## src/rtl/wb_byte_ctrl_pkg.sv

```systemverilog
// Shared definitions for wb_byte_ctrl.
// - Wishbone controller/peripheral bundles (iWishbone_Ctrl, iWishbone_Peri)
// - Controller FSM state enum
// - Command byte field positions and response byte codes
package wb_byte_ctrl_pkg;

  localparam int unsigned WB_ADR_W = 8;
  localparam int unsigned WB_DAT_W = 8;

  // Controller -> peripheral
  typedef struct packed {
    logic                stb;
    logic                we;
    logic [WB_ADR_W-1:0] adr;
    logic [WB_DAT_W-1:0] dat;
  } iWishbone_Ctrl;

  // Peripheral -> controller
  typedef struct packed {
    logic                ack;
    logic [WB_DAT_W-1:0] dat;
  } iWishbone_Peri;

  typedef enum logic [1:0] {
    StIdle,
    StGetData,
    StWbCycle,
    StSend
  } state_e;

  localparam int unsigned CMD_WE_BIT  = 7;
  localparam int unsigned CMD_ADR_LSB = 0;
  localparam int unsigned CMD_ADR_W   = 4;

  localparam logic [7:0] RESP_OK      = 8'h00;
  localparam logic [7:0] RESP_TIMEOUT = 8'hEE;

endpackage

```

## src/rtl/wb_byte_ctrl.sv

```systemverilog
// Byte-stream driven Wishbone controller.
// Each command byte (bit7 = we, bits[3:0] = adr) produces one classic Wishbone
// cycle and exactly one response byte (read data, RESP_OK or RESP_TIMEOUT).
// Ports:
//   clk, rst     system clock, synchronous active-high reset
//   wb_c         controller bundle (stb, we, adr, dat) - all registered
//   wb_p         peripheral bundle (ack, dat)
//   rx_*         inbound byte stream (valid/ready)
//   tx_*         outbound response stream (valid/ready), held until accepted
//   timeout_err  sticky flag, set when a cycle is aborted for lack of ack
module wb_byte_ctrl
  import wb_byte_ctrl_pkg::*;
#(
  parameter int unsigned TIMEOUT_CYCLES = 16
) (
  input  logic          clk,
  input  logic          rst,
  output iWishbone_Ctrl wb_c,
  input  iWishbone_Peri wb_p,
  input  logic [7:0]    rx_data,
  input  logic          rx_valid,
  output logic          rx_ready,
  output logic [7:0]    tx_data,
  output logic          tx_valid,
  input  logic          tx_ready,
  output logic          timeout_err
);

  localparam int unsigned CntW = $clog2(TIMEOUT_CYCLES + 1);
  localparam logic [CntW-1:0] CntLast = CntW'(TIMEOUT_CYCLES - 1);

  state_e        state_q, state_d;
  iWishbone_Ctrl wb_q, wb_d;
  logic [7:0]    tx_data_q, tx_data_d;
  logic          tx_valid_q, tx_valid_d;
  logic          terr_q, terr_d;
  logic [CntW-1:0] cnt_q, cnt_d;
  logic          rx_ready_int;

  // Reserved command bits are deliberately ignored.
  logic unused_rsvd;
  assign unused_rsvd = ^rx_data[6:4];

  always_comb begin
    state_d      = state_q;
    wb_d         = wb_q;
    tx_data_d    = tx_data_q;
    tx_valid_d   = tx_valid_q;
    terr_d       = terr_q;
    cnt_d        = cnt_q;
    rx_ready_int = 1'b0;

    unique case (state_q)
      StIdle: begin
        rx_ready_int = 1'b1;
        if (rx_valid) begin
          wb_d.we  = rx_data[CMD_WE_BIT];
          wb_d.adr = WB_ADR_W'(rx_data[CMD_ADR_LSB +: CMD_ADR_W]);
          if (rx_data[CMD_WE_BIT]) begin
            state_d = StGetData;
          end else begin
            wb_d.stb = 1'b1;
            cnt_d    = '0;
            state_d  = StWbCycle;
          end
        end
      end

      StGetData: begin
        rx_ready_int = 1'b1;
        if (rx_valid) begin
          wb_d.dat = rx_data;
          wb_d.stb = 1'b1;
          wb_d.we  = 1'b1;
          cnt_d    = '0;
          state_d  = StWbCycle;
        end
      end

      StWbCycle: begin
        // ack wins over a timeout landing on the same edge.
        if (wb_p.ack) begin
          wb_d.stb   = 1'b0;
          tx_data_d  = wb_q.we ? RESP_OK : wb_p.dat;
          tx_valid_d = 1'b1;
          state_d    = StSend;
        end else if (cnt_q == CntLast) begin
          wb_d.stb   = 1'b0;
          terr_d     = 1'b1;
          tx_data_d  = RESP_TIMEOUT;
          tx_valid_d = 1'b1;
          state_d    = StSend;
        end else begin
          cnt_d = cnt_q + 1'b1;
        end
      end

      StSend: begin
        if (tx_ready) begin
          tx_valid_d = 1'b0;
          state_d    = StIdle;
        end
      end

      default: state_d = StIdle;
    endcase
  end

  always_ff @(posedge clk) begin
    if (rst) begin
      state_q    <= StIdle;
      wb_q       <= '0;
      tx_data_q  <= '0;
      tx_valid_q <= 1'b0;
      terr_q     <= 1'b0;
      cnt_q      <= '0;
    end else begin
      state_q    <= state_d;
      wb_q       <= wb_d;
      tx_data_q  <= tx_data_d;
      tx_valid_q <= tx_valid_d;
      terr_q     <= terr_d;
      cnt_q      <= cnt_d;
    end
  end

  assign wb_c        = wb_q;
  assign rx_ready    = rx_ready_int & ~rst;
  assign tx_data     = tx_data_q;
  assign tx_valid    = tx_valid_q;
  assign timeout_err = terr_q;

endmodule

```

## config.mk

```make
export PLATFORM = sky130hd
export DESIGN_NAME = wb_byte_ctrl
export DESIGN_NICKNAME = d
export VERILOG_FILES = /design/src/rtl/wb_byte_ctrl_pkg.sv /design/src/rtl/wb_byte_ctrl.sv
export SDC_FILE = /design/constraint.sdc
export NUM_CORES = 1
export LEC_CHECK = 0
export CORE_UTILIZATION = 25
export DETAILED_ROUTE_END_ITERATION = 10
export PLACE_DENSITY_LB_ADDON = 0.2
export SYNTH_ARGS = -nofsm -noshare
export SYNTH_HDL_FRONTEND = slang
export SYNTH_SLANG_ARGS = --single-unit
```

## constraint.sdc

```tcl
create_clock -name clk -period 3.4 [get_ports clk]
set_input_delay 0.51 -clock clk [delete_from_list [all_inputs] [get_ports clk]]
set_output_delay 0.51 -clock clk [all_outputs]
set_load 0.01 [all_outputs]
```

==> flow_metrics.py, run 1 <==
metrics = {
    "setup_path": {
        "path_max_fanout": 14,
        "ff2ff_path_depth": 7,
        "critPathArrivalTime_ns": 1.95,
        "cp_cell_sequence": "inv_1 -> ha_1 -> nor2_1 -> nor2_1 -> clkdlybuf4s50_1",
        "required_ns": 2.89,
        "reg2reg_from": "cnt_q[0]",
        "critical-path-slowest-cell": "clkdlybuf4s50_1",
        "slowest_delay_ns": 0.55,
        "critPathCaptureType": "output pin",
        "startpoint_type": "register",
        "crit_type": "register to output pin",
        "critical_path_buf_inv_count": 2,
        "reg2reg_slack_ns": 1.34,
        "r2r-end": "cnt_q[3]",
        "crit_family": "buffers and inverters",
        "cp_common_cell": "nor2_1",
    },
    "placed_design": {
        "gp_congestion": 0.751,
        "dp_hpwl_um": 2510,
        "placed_cells": 276,
        "portBuffers": 45,
        "post-place-ws_ns": 1.09,
    },
    "sta": {
        "setup_viol": 0,
        "tns_ns": 0,
        "rsz0062_at_grt": "false",
        "fmax_mhz": 407,
        "tightest_slew_ns": 0.706,
        "slew_violations": 0,
        "hold_viol": 0,
        "fin_ws_ns": 0.944,
        "period_needed_ns": 2.46,
        "fin_worst_skew_ns": 0.00349,
        "period_share_pct": 72.2,
        "max-slew-margin-rel_pct": 52.8,
    },
    "floorplan": {
        "start_util_pct": 26.7,
        "io_pins": 50,
        "dieArea_um2": 5900,
        "coreArea_um2": 5240,
        "die_w_um": 76.8,
        "rows": 26,
        "dieHeight_um": 76.8,
    },
    "synth": {
        "yosysSeqAreaShare_pct": 44.4,
        "syn_inst": 169,
        "yosysTopAreaCell": "dfxtp_1",
        "synth_commonest_cells": "31 x dfxtp_1, 24 x a21oi_1, 17 x nand2_1, 14 x nand3_1, 14 x nor2_1",
        "netlist_area_um2": 1400,
        "synthDominantCellAreaShare_pct": 44.4,
        "synth.distinct_cells": 35,
        "synth_flop_cell": "dfxtp_1",
        "synth_area_per_cell_um2": 8.28,
        "ys_seq_elements": 31,
        "yosysMostFrequentCell": "dfxtp_1",
        "yosys_warnings": 0,
        "synth.area.top_cells": "dfxtp_1 44%, a21oi_1 8.6%, ha_1 5.4%, nand3_1 5.0%, nand2_1 4.6%",
        "synth-edff-count": 0,
        "async_flop_share_pct": 0,
    },
    "clock_tree": {
        "cts_root_buf": "clkbuf_8",
        "post_cts_resized": 0,
        "clk-insertion-delay-late_ns": 0.28,
        "numCtsBuffers": 5,
        "cts_hold_buf": 0,
        "cts_tree": "done",
        "clk_path_buf_depth": 2,
        "path_clk_slew_ns": 0.06,
        "cts.sinks": 31,
        "cts_setup_buffers": 0,
        "htree_levels": 2,
    },
    "final_layout": {
        "nNetsFinal": 240,
        "finalNonFillerCells": 282,
        "diodes": 0,
        "area_growth_pct": 40.1,
        "drive_gt1_share_pct": 4.25,
    },
    "global_routing": {
        "busiest_layer": "met2",
        "first_global_vias": 1239,
        "overflow": 0,
        "grtUsageTotal_pct": 12.7,
        "grt_util_met1_pct": 16.0,
        "grt_pass1_wl_um": 5880,
        "grtUsageMet3_pct": 2.86,
        "antenna_found_initial": 0,
        "grt_max_degree": 32,
        "use_met2_pct": 19.7,
    },
    "worst_hold_path": {
        "hold_path.class": "register to register",
        "hold-path-cell-count": 2,
        "worstHoldStart": "wb_c[3]",
        "worstHoldEndpoint": "wb_c[3]",
    },
    "run_status": {
        "status": "finished clean",
    },
    "routing": {
        "drt-total-wl_um": 3480,
        "num_vias": 1299,
        "dr.pass1.iters": 4,
        "vias_per_cell": 4.61,
        "drt_iter0_drc": 104,
        "detail_route.wl_per_cell_um": 12.4,
        "drcViolationCount": 0,
        "ant_nets": 0,
    },
    "job": {
        "maxCapViolCount": 0,
    },
    "pwr": {
        "power_density_nw_per_um2": 636,
        "leakagePower_nw": 0.690,
        "irDropWorstVdd_mv": 0.446,
    },
}
## flip-flops by register name, summed over array words and instances (netlist names)
signal and flops:
wb_c 14, tx_data 8, cnt_q 5, state_q 2
timeout_err 1, tx_valid 1
## cells in the final DEF (no fill, tap or decap), types with 3 or more instances in the layout
| cell | Yosys | routed |
|---|---|---|
| o21ai_0 | 7 | 7 |
| a211oi_1 | 4 | 4 |
| ha_1 | 6 | 6 |
| clkbuf_8 | 0 | 5 |
| nand3_1 | 14 | 14 |
| inv_1 | 7 | 7 |
| dfxtp_1 | 31 | 31 |
| clkdlybuf4s50_1 | 0 | 45 |
| nand2_1 | 17 | 17 |
| nor3_1 | 6 | 6 |
| nor2b_1 | 3 | 3 |
| a21oi_1 | 24 | 24 |
| conb_1 | 1 | 4 |
| nor2_1 | 14 | 14 |
## routing by layer
metal	share of wire, %	up-vias
li1	-	669
met1	49	597
met2	46	25
met3	3.1	8
met4	2.3	0
met5	0	-
## report_power, final
group | internal (mW) | switching [mW] | total [mW]
clock | 0.136 | 0.127 | 0.263
sequential | 0.427 | 0.0363 | 0.464
combinational | 0.240 | 0.281 | 0.521
total | 0.803 | 0.444 | 1.25
## per-stage QoR
step | utilization [%] | hold slack (ns) | instance area (um2) | power [mW]
2_1_floorplan | - | 0.455 | 1410 | 0.804
3_3_place_gp | 36.0 | 0.448 | 1890 | 0.997
3_5_place_dp | 36.0 | 0.450 | 1890 | 0.996
4_1_cts | 37.4 | 0.458 | 1960 | 1.26
5_1_grt | 37.4 | 0.479 | 1960 | 1.34
6_report | 37.4 | 0.454 | 1960 | 1.25
## worst max path at each step
stage,slack [ns],from,endpoint,depth (start not counted)
2_1_floorplan,1.55,cnt_q[0],cnt_q[4],6
3_3_place_gp,1.12,rx_valid,cnt_q[3],5
3_5_place_dp,1.09,rx_valid,cnt_q[3],5
4_1_cts,0.91,state_q[1],rx_ready,5
5_1_grt,0.83,state_q[1],rx_ready,5
6_report,0.94,state_q[1],rx_ready,5
## worst min-delay path: stages (launching register included)
cell     delay [ns]
dfxtp_1        0.31
nand2_1        0.05
a21oi_1        0.05
## final cells by class
cell class	count	area, um2
fill	543	3280
multi-input combinational	121	687
sequential	31	621
timing repair buffer	47	465
tap	70	87.6
clock buffer	6	72.6
inverter	7	26.3
## cells by family after synthesis
kind of cell	share of synthesized area (%)
buffers and inverters	7.33
muxes	0.716
adders and majority gates	5.37
AOI/OAI and AO/OA	19.1
DFF	44.4
and+or+nand+nor	22.9
other	0.268
(Power assumes the default switching activity.)
==> run 2, diff against run 1 <==
==> constraint.sdc (replaced) <==
create_clock -name clk -period 2.5 [get_ports clk]
set_input_delay 0.375 -clock clk [delete_from_list [all_inputs] [get_ports clk]]
set_output_delay 0.375 -clock clk [all_outputs]
set_load 0.01 [all_outputs]
==> run 2 against run 1 <==
Non-clock buffer count grew 3; via count grew 4.2%; routed wire length grew 0.92%; final cell count grew 1.8%; combinational power grew 40%; first-iteration DRC count shrank 47%; critical path depth is the same; clock power grew 63%; worst hold slack gained 0.00096 ns; power grew 44%; count of clock-buffer cells in the layout grew 2; critical path type unchanged; largest cell class unchanged.
==> flow_metrics.py, run 2 (synthesis gave the netlist of run 1 again) <==
metrics = {
    "floorplan": {
        "die_w_um": 76.8,
        "dieHeight_um": 76.8,
        "dieArea_um2": 5900,
        "rows": 26,
        "start_util_pct": 26.7,
        "io_pins": 50,
        "coreArea_um2": 5240,
    },
    "placed_design": {
        "dp_hpwl_um": 2530,
        "gp_congestion": 0.809,
        "portBuffers": 45,
    },
    "sta": {
        "period_share_pct": 91.1,
        "hold_viol": 0,
        "tns_ns": 0,
        "rsz0062_at_grt": "false",
        "setup_viol": 0,
        "slew_violations": 0,
        "fin_worst_skew_ns": 0.00467,
        "period_needed_ns": 2.28,
        "fmax_mhz": 439,
    },
    "final_layout": {
        "largest_register_ffs": 14,
        "nNetsFinal": 243,
        "layout_commonest_cell": "clkdlybuf4s50_1",
        "fin_util_pct": 38.4,
        "multi_input_area_um2": 687,
        "layout_common_cells": "45 x clkdlybuf4s50_1, 31 x dfxtp_1, 24 x a21oi_1, 17 x nand2_1",
        "diodes": 0,
        "fillCellCount": 555,
        "area_growth_pct": 43.6,
        "drive_gt1_share_pct": 6.45,
        "regArea_um2": 621,
    },
    "routing": {
        "ant_nets": 0,
        "detail_route.wl_per_cell_um": 12.3,
        "num_vias": 1353,
        "drcViolationCount": 0,
        "dr.pass1.iters": 4,
        "vias_per_cell": 4.71,
        "drt_iter0_drc": 55,
        "drt-total-wl_um": 3520,
    },
    "setup_path": {
        "crit_type": "register to output pin",
        "path_max_fanout": 11,
        "required_ns": 2.12,
        "startpoint_type": "register",
        "critPathArrivalTime_ns": 1.90,
        "critPathCaptureType": "output pin",
    },
    "pwr": {
        "leakagePower_nw": 0.721,
        "power_density_nw_per_um2": 891,
        "irDropWorstVdd_mv": 0.415,
    },
    "clock_tree": {
        "clk-insertion-delay-late_ns": 0.28,
        "cts.sinks": 31,
        "cts_tree": "done",
        "htree_levels": 2,
        "cts_hold_buf": 0,
        "cts_setup_buffers": 0,
        "numCtsBuffers": 5,
        "clk_path_buf_depth": 2,
        "cts_root_buf": "clkbuf_8",
        "post_cts_resized": 0,
        "path_clk_slew_ns": 0.06,
    },
    "run_status": {
        "status": "finished clean",
    },
    "job": {
        "maxCapViolCount": 0,
    },
    "global_routing": {
        "grt_max_degree": 32,
        "overflow": 0,
        "grtUsageTotal_pct": 12.8,
        "first_global_vias": 1312,
        "antenna_found_initial": 0,
        "grt_pass1_wl_um": 5950,
    },
    "worst_hold_path": {
        "hold_path.class": "register to register",
    },
}
run 2: changes by cell type in the layout (fill, tap and decap cells not counted):
| cell | delta |
|---|---|
| clkbuf_8 | +2 |
| buf_4 | +3 |
run 2: cell type report:
class,instances,share of cell area [%]
Clock buffer,8,4.98
Multi-Input combinational cell,121,34.2
Inverter,7,1.31
Timing Repair Buffer,50,24.3
Tap cell,70,4.36
Sequential cell,31,30.9
run 2: routing by layer:
metal	wire length, um	GRT usage [%]	up-vias	part of all wire, %
li1	-	-	679	-
met1	1670	15.6	639	47
met2	1680	21.0	28	48
met3	101	2.62	7	2.9
met4	71	7.12	0	2.0
met5	0	0	-	0
run 2: final timing paths:
check	startpoint	endpoint	slack, ns	cells past startpoint
hold reg to reg	wb_c[5]	wb_c[5]	0.46	2
setup reg to reg	cnt_q[0]	state_q[0]	0.45	7
setup / recovery	state_q[0]	rx_ready	0.22	5
hold / removal	wb_c[5]	wb_c[5]	0.46	2
run 2: stage by stage:
step | setup WS [ns] | power [mW] | instance area (um2) | cells | hold WS (ns)
final | 0.223 | 1.79 | 2010 | 287 | 0.455
after global routing | 0.0940 | 1.93 | 2010 | 287 | 0.480
after CTS | 0.200 | 1.82 | 2010 | 287 | 0.459
after detailed placement | 0.461 | 1.38 | 1910 | 279 | 0.449
after global placement | 0.471 | 1.38 | 1910 | 279 | 0.448
after floorplan | 0.653 | 1.09 | 1410 | 172 | 0.447
run 2: where the power goes:
part	internal (mW)	leakage, nW	switching [mW]
Combinational	0.344	0.417	0.387
Clock	0.251	0.0515	0.178
Sequential	0.581	0.252	0.0495
run 2: critical path, stage by stage (launching register included):
cell	delay, ns
dfxtp_1	0.33
inv_1	0.10
ha_1	0.43
nor2_1	0.12
nor2_1	0.11
clkdlybuf4s50_1	0.54
